[config.mk]
export PLATFORM = sky130hd
export DESIGN_NAME = riscv_ifetch_buffer_flat
export DESIGN_NICKNAME = d
export VERILOG_FILES = /design/src/rtl/riscv_ifetch_buffer_if.sv /design/src/rtl/riscv_ifetch_buffer.sv /design/src/flat_wrapper.sv
export SDC_FILE = /design/constraint.sdc
export NUM_CORES = 1
export LEC_CHECK = 0
export CAP_MARGIN = 0
export CORE_ASPECT_RATIO = 0.5
export CORE_UTILIZATION = 30
export CTS_CLUSTER_DIAMETER = 120
export DETAILED_ROUTE_END_ITERATION = 6
export HOLD_SLACK_MARGIN = 0.15
export PLACE_DENSITY = 0.51
export SLEW_MARGIN = 25
export SYNTH_ARGS = -nofsm -noshare
export SYNTH_HDL_FRONTEND = slang
export SYNTH_SLANG_ARGS = --single-unit
export TNS_END_PERCENT = 20
[constraint.sdc]
create_clock -name CLK -period 5.3 [get_ports CLK]
set_input_delay 0.795 -clock CLK [delete_from_list [all_inputs] [get_ports CLK]]
set_output_delay 0.795 -clock CLK [all_outputs]
set_load 0.005 [all_outputs]
[src/rtl/riscv_ifetch_buffer_if.sv]
// riscv_ifetch_buffer_if: I-memory read port and core-side instruction handshake for the fetch buffer
// master (fetch buffer): drives I_MEM_CSN/I_MEM_ADDR and INST_VALID/INST/INST_PC
// slave (memory/core): drives I_MEM_DI, FLUSH/FLUSH_PC, HALT and INST_READY
interface riscv_ifetch_buffer_if;
  logic        I_MEM_CSN;
  logic [31:0] I_MEM_ADDR;
  logic [31:0] I_MEM_DI;
  logic        FLUSH;
  logic [31:0] FLUSH_PC;
  logic        HALT;
  logic        INST_READY;
  logic        INST_VALID;
  logic [31:0] INST;
  logic [31:0] INST_PC;
  modport master (
    output I_MEM_CSN, I_MEM_ADDR, INST_VALID, INST, INST_PC,
    input  I_MEM_DI, FLUSH, FLUSH_PC, HALT, INST_READY
  );
  modport slave (
    input  I_MEM_CSN, I_MEM_ADDR, INST_VALID, INST, INST_PC,
    output I_MEM_DI, FLUSH, FLUSH_PC, HALT, INST_READY
  );
endinterface

[src/rtl/riscv_ifetch_buffer.sv]
// riscv_ifetch_buffer: sequential prefetch into a PC-tagged FIFO with flush redirect and halt
// CLK/RSTn: clock and asynchronous active-low reset
// bus (master): I-memory read port plus valid/ready instruction output to the core
module riscv_ifetch_buffer #(
  parameter int          DEPTH    = 4,
  parameter int          PTR_W    = 2,
  parameter logic [31:0] RESET_PC = 32'h0000_0000
) (
  input  logic CLK,
  input  logic RSTn,
  riscv_ifetch_buffer_if.master bus
);
  logic [31:0]      fetch_pc_q, fetch_pc_d, inflight_pc_q, addr;
  logic             inflight_q, issue, push, pop, valid;
  logic [PTR_W:0]   count_q, count_d;
  logic [PTR_W+1:0] occ;
  logic [PTR_W-1:0] head_q, head_d, tail_q, tail_d;
  logic [31:0]      inst_mem [DEPTH];
  logic [31:0]      pc_mem   [DEPTH];
  // queued plus in-flight entries; space for a read is reserved when it issues
  assign occ = {1'b0, count_q} + {{(PTR_W+1){1'b0}}, inflight_q};
  always_comb begin
    valid      = count_q != '0;
    addr       = bus.FLUSH ? bus.FLUSH_PC : fetch_pc_q;
    issue      = RSTn && !bus.HALT && (bus.FLUSH || occ < (PTR_W+2)'(DEPTH));
    push       = inflight_q && !bus.FLUSH;
    pop        = valid && bus.INST_READY && !bus.FLUSH;
    fetch_pc_d = issue ? addr + 32'd4 : addr;
    head_d     = bus.FLUSH ? '0 : head_q + PTR_W'(pop);
    tail_d     = bus.FLUSH ? '0 : tail_q + PTR_W'(push);
    count_d    = bus.FLUSH ? '0 : count_q + (PTR_W+1)'(push) - (PTR_W+1)'(pop);
  end
  always_ff @(posedge CLK or negedge RSTn) begin
    if (!RSTn) begin
      fetch_pc_q    <= RESET_PC;
      inflight_q    <= 1'b0;
      inflight_pc_q <= '0;
      count_q       <= '0;
      head_q        <= '0;
      tail_q        <= '0;
    end else begin
      fetch_pc_q    <= fetch_pc_d;
      inflight_q    <= issue;
      inflight_pc_q <= addr;
      count_q       <= count_d;
      head_q        <= head_d;
      tail_q        <= tail_d;
    end
  end
  // entry storage needs no reset: it is only observed through count
  always_ff @(posedge CLK) begin
    if (push) begin
      inst_mem[tail_q] <= bus.I_MEM_DI;
      pc_mem[tail_q]   <= inflight_pc_q;
    end
  end
  assign bus.I_MEM_CSN  = !issue;
  assign bus.I_MEM_ADDR = addr;
  assign bus.INST_VALID = valid;
  assign bus.INST       = valid ? inst_mem[head_q] : '0;
  assign bus.INST_PC    = valid ? pc_mem[head_q] : '0;
endmodule

[src/flat_wrapper.sv]
// flat-port wrapper written by rule: the top's interface ports become plain ports
module riscv_ifetch_buffer_flat 
#(
  parameter int          DEPTH    = 4,
  parameter int          PTR_W    = 2,
  parameter logic [31:0] RESET_PC = 32'h0000_0000
)
  (CLK, RSTn, bus_I_MEM_CSN, bus_I_MEM_ADDR, bus_INST_VALID, bus_INST, bus_INST_PC, bus_I_MEM_DI, bus_FLUSH, bus_FLUSH_PC, bus_HALT, bus_INST_READY);
  riscv_ifetch_buffer_if bus_i ();
  input  logic CLK;
  input  logic RSTn;
  output wire logic [$bits(bus_i.I_MEM_CSN)-1:0] bus_I_MEM_CSN;
  output wire logic [$bits(bus_i.I_MEM_ADDR)-1:0] bus_I_MEM_ADDR;
  output wire logic [$bits(bus_i.INST_VALID)-1:0] bus_INST_VALID;
  output wire logic [$bits(bus_i.INST)-1:0] bus_INST;
  output wire logic [$bits(bus_i.INST_PC)-1:0] bus_INST_PC;
  input wire logic [$bits(bus_i.I_MEM_DI)-1:0] bus_I_MEM_DI;
  input wire logic [$bits(bus_i.FLUSH)-1:0] bus_FLUSH;
  input wire logic [$bits(bus_i.FLUSH_PC)-1:0] bus_FLUSH_PC;
  input wire logic [$bits(bus_i.HALT)-1:0] bus_HALT;
  input wire logic [$bits(bus_i.INST_READY)-1:0] bus_INST_READY;
  assign bus_I_MEM_CSN = bus_i.I_MEM_CSN;
  assign bus_I_MEM_ADDR = bus_i.I_MEM_ADDR;
  assign bus_INST_VALID = bus_i.INST_VALID;
  assign bus_INST = bus_i.INST;
  assign bus_INST_PC = bus_i.INST_PC;
  assign bus_i.I_MEM_DI = bus_I_MEM_DI;
  assign bus_i.FLUSH = bus_FLUSH;
  assign bus_i.FLUSH_PC = bus_FLUSH_PC;
  assign bus_i.HALT = bus_HALT;
  assign bus_i.INST_READY = bus_INST_READY;
  riscv_ifetch_buffer #(.DEPTH(DEPTH), .PTR_W(PTR_W), .RESET_PC(RESET_PC)) u_core (.CLK(CLK), .RSTn(RSTn), .bus(bus_i));
endmodule
# == After elaboration in Yosys (flattened, before gate mapping) ==
# Memories as Yosys holds them, arrays and structs flattened.
# Index checks and enable logic that the tools add are counted.
# Widths: inputs -> output; s select.
# totals
out_inout_bits,98
romBits,0
register_bits,72
ram_bits,256
mem_count,2
input_bits,69
latch_bits,0
elab_cells,34
# memory_table
name,words,word_bits,read_ports,rd_ports_with_merged_regs,wr,line_no,rtl
u_core.inst_mem,4,32,1,0,1,riscv_ifetch_buffer.sv:18,logic [31:0] inst_mem [DEPTH];
u_core.pc_mem,4,32,1,0,1,riscv_ifetch_buffer.sv:19,logic [31:0] pc_mem [DEPTH];
# op_classes
n_mul,0
shifts,0
n_reduce_logical,10
n_eq_ne,0
muxes,9
div,0
n_lt_le_gt_ge,1
n_bitwise,0
add_sub_neg,6
# ops
operator,count
$mux 32,4
$add 32x3->32 const B,1
$logic_and 1x1->1,5
$add 2x1->2,2
$add 3x1->4,1
$lt 4x3->1 const B,1
$mux 2,2
$add 3x1->3,1
$logic_not 1->1,3
$mux 3,1
$reduce_bool 3->1,1
$sub 3x1->3,1
$mux 1,2
$logic_or 1x1->1,1

# == Depth between registers and ports, before layout ==
# depth
word_depth,5
mapped_depth,10
mapped_depth_nobuf,9

# == Worst setup path before layout ==
# Ideal clock, no wire load.
# synth_timing
kind,input to register
startpoint,in bus_FLUSH
endpoint,"mem u_core.inst_mem[0][0], enable pin"
setup_time_ps,565
arrival_time_ps,5307
path_buffers,0
slack_ps,-572
required_ps,4735
cell_stages,3
cell_sequence,inv_1 -> nand2_1 -> nor3_1
# synth_between
elab_chain_cells,4
# synth_lines
item,line_no,rtl
"start, declared",flat_wrapper.sv:18,input wire logic [$bits(bus_i.FLUSH)-1:0] bus_FLUSH;
$logic_not 1->1,riscv_ifetch_buffer.sv:26,push = inflight_q && !bus.FLUSH;
$logic_and 1x1->1,riscv_ifetch_buffer.sv:26,
$mux 1,riscv_ifetch_buffer.sv:52,if (push) begin
$mux 1 (not written as such),riscv_ifetch_buffer.sv:53,inst_mem[tail_q] <= bus.I_MEM_DI;
"end, declared",riscv_ifetch_buffer.sv:18,
# No other way between the ends.

# == Worst setup path after layout ==
# layout_timing
startpoint,reg u_core.head_q[0]
endpoint,out bus_INST_PC[13]
# layout_between
elab_chain_cells,2
# layout_lines
item,line_no,rtl
"start, declared",riscv_ifetch_buffer.sv:17,"logic [PTR_W-1:0] head_q, head_d, tail_q, tail_d;"
"start signal, assigned",riscv_ifetch_buffer.sv:39,head_q <= '0;
"start signal, assigned",riscv_ifetch_buffer.sv:46,head_q <= head_d;
$mem_v2 4x32,n/a,
$mux 32,riscv_ifetch_buffer.sv:61,assign bus.INST_PC = valid ? pc_mem[head_q] : '0;
"end, declared",flat_wrapper.sv:16,output wire logic [$bits(bus_i.INST_PC)-1:0] bus_INST_PC;
# No other way between the ends.

==> run metrics <==
status complete, no violations; DR iter-0 viols 349; CTS tree yes; Leak Pwr 5.512 nW; initial antenna violation count 5; Power, Total 6.891 mW; peak fanout along the critical path 35; Post-Synth Adder-Cell Area 0.7291%; Most used DFF post-synth edfxtp_1; first-pass GRT wire length 45.03 mm; Max stage delay cell, worst path dfrtp_4; Post-Synth Simple-Gate Area 7.473%; Clock Tree Buf Depth 3; Max Cap Viol 0; worst hold slack 0.4256 ns; final hold viol count 0; GR Overflow Total 0; largest net degree at the start of global routing 71; CP bufs+invs 2; commonest non-fill, non-tap cell in the layout edfxtp_1; Post-Route WL 29.95 mm; FF-to-FF End u_core.count_q[2]$_DFF_PN0_; Reg clk slew, reported paths 0.06 ns; drt drc 0; Initial Utilization 30.73%; Fin Setup TNS 0 ns; PD cells 416.7 nW/um^2; dpl hpwl 18.65 mm; P&R area growth vs syn 26.79%; Avg Cell Area, Syn 19.10 sq um; htree depth 2; top cells by area, synth edfxtp_1, dfrtp_1, mux4_2; crit-path leading delay family flip-flops; largest family of logic cells by synthesized area multiplexers; gpl congestion 0.8168; post-synth net total 759; CTS Hold Buffers Added 0; Final Net Count 940; Worst VDD drop 0.2193 mV; Slew Limit Headroom 34.63%; IO buf count 166; Hold/Removal Path Class in2async; CTS Sinks 326; Die Height 149.4 microns; XOR/XNOR share of the synthesized area 2.149%; Synth area leader edfxtp_1; placed cell count approximately 1400; Tmin final 3.885 ns; Top Ports 167; CP Depth 4; total track usage a little over an eighth; clk root buf clkbuf_16; drt first pass iters 4; RSZ-0062 raised after global routing no; Clock Latency Late Sink 0.52 ns; EDFF count, synth approximately 260; vias in the first global route 7346; Post-Layout Cell Count 1472; chip width 296.9 microns; crit path kind reg2out; Slew Viols, Final 0; Cells after Synth ~680; Final setup viols 0; routed len/inst slightly above 20 microns; post-synthesis cell type count slightly below 60; Clock Skews 0.01321 ns; nature of the critical path startpoint register; Via density 4.519; number of cell rows 53; PostCTS Resize Cnt 0; WP data arrival 3.09 ns; post-route ant nets 0; worst path cell trace buf_12, mux4_2, and2_1, clkdlybuf4s50_1; most frequent cells in the layout edfxtp_1, clkdlybuf4s50_1, dfrtp_1; crit share post-route approximately 73%; mux cell area share after synthesis 13.60%; Fill cells 3940; synth warn 0; Seq/Total Area, Yosys about 72%; Cell Area, Synth 13040 sq um; Vias 6652; Fmax achieved 257.4 MHz; Post-synth ARST share ~21%; Worst setup EP type primary output; #FFs+latches synth 326; top-area cell type share of the netlist area 58.94%; Compound-Gate Fraction of Synth Area 2.111%; share of cells above drive strength 1 19.66%; worst-case reg-to-reg path depth 9; required time worst endpoint roughly 4.5 ns; die area between 40000 and 50000 sq um; Core Region 42440 sq um; worst-margin pin slew 0.9805 ns; post-CTS setup buffers 0; peak per-stage delay on the critical path roughly 0.94 ns; launch point of the worst reg-to-reg path u_core.count_q[0]$_DFF_PN0_; R2R Setup Slk 2.52 ns; Num CTS Buffers 34
metal layers:
layer  vias up  part of all wire [%]  GRT usage (%)
met3        52                   2.3          2.163
met1      3506                    42          16.64
li1       3027                     -              -
met5         -                     0              0
met4         0                   2.8          5.696
met2        67                    53          24.10
report_power, final:
part           switching (mW)  internal [mW]
registers               0.128           2.95
logic                   0.621          0.831
clock network           0.950           1.41
total                    1.70           5.19
Yosys cell counts (2+ instances only):
| master | instances |
|---|---|
| nand2_1 | 21 |
| nor4_2 | 2 |
| a32o_1 | 2 |
| a22oi_1 | 2 |
| mux2_2 | 26 |
| and2_1 | 64 |
| mux4_2 | 64 |
| xnor2_1 | 15 |
| a21oi_1 | 2 |
| edfxtp_1 | 256 |
| dfrtp_1 | 70 |
| inv_1 | 9 |
| mux2i_1 | 4 |
| nand3b_1 | 14 |
| buf_4 | 4 |
| nor2_1 | 10 |
| a22oi_2 | 2 |
| nor2b_1 | 4 |
| ha_1 | 6 |
| buf_1 | 5 |
| and3_1 | 3 |
| nand2b_1 | 2 |
| a21o_1 | 4 |
| or3_1 | 2 |
| xor2_1 | 17 |
| buf_2 | 9 |
| nand3_1 | 16 |
| nor3_1 | 4 |
| a222oi_1 | 2 |
| clkbuf_1 | 12 |
| nand4_1 | 3 |
worst max path at each step:
| stage | from | end |
|---|---|---|
| 2_1_floorplan | bus_FLUSH | u_core.inst_mem[1][0]$_DFFE_PP_ |
| 3_3_place_gp | bus_FLUSH | bus_I_MEM_ADDR[21] |
| 3_5_place_dp | bus_FLUSH | bus_I_MEM_ADDR[21] |
| 4_1_cts | u_core.head_q[0]$_DFF_PN0_ | bus_INST_PC[13] |
| 5_1_grt | u_core.head_q[0]$_DFF_PN0_ | bus_INST_PC[13] |
| 6_report | u_core.head_q[0]$_DFF_PN0_ | bus_INST_PC[13] |
area by class of cell:
type                    count  area [sq um]  area share (%)
flip-flops and latches    326          9447           57.12
multi-input cells         316          3432           20.75
repair buffers            177          1778           10.75
clock buffers              50          1005           6.075
well taps                 577         721.9           4.366
clock inverters            12         107.6          0.6507
inverters                   9         33.78          0.2043
diodes                      5         12.51         0.07566
per-stage QoR:
step | worst slack [ns] | instance area [sq um] | util [%]
after floorplan | 1.009 | 13050 | -
after global placement | 1.483 | 15410 | 36.31
after detailed placement | 1.456 | 15410 | 36.31
after CTS | 1.285 | 16520 | 38.93
after global routing | 1.194 | 16540 | 38.97
final | 1.415 | 16540 | 38.97
cells by family after synthesis:
logic type	Yosys count
AOI/OAI and AO/OA	26
adders and majority gates	7
buffers and inverters	41
xor gates and xnor gates	32
DFF	326
muxes	94
and+or+nand+nor	157
sequential cells by signal (all words and copies together), names as in the netlist:
signal / count
u_core.count_q: 3
u_core.fetch_pc_q: 32
u_core.head_q: 2
u_core.inflight_pc_q: 30
u_core.inflight_q: 1
u_core.inst_mem: 128
u_core.pc_mem: 128
u_core.tail_q: 2
(Power assumes the default switching activity.)
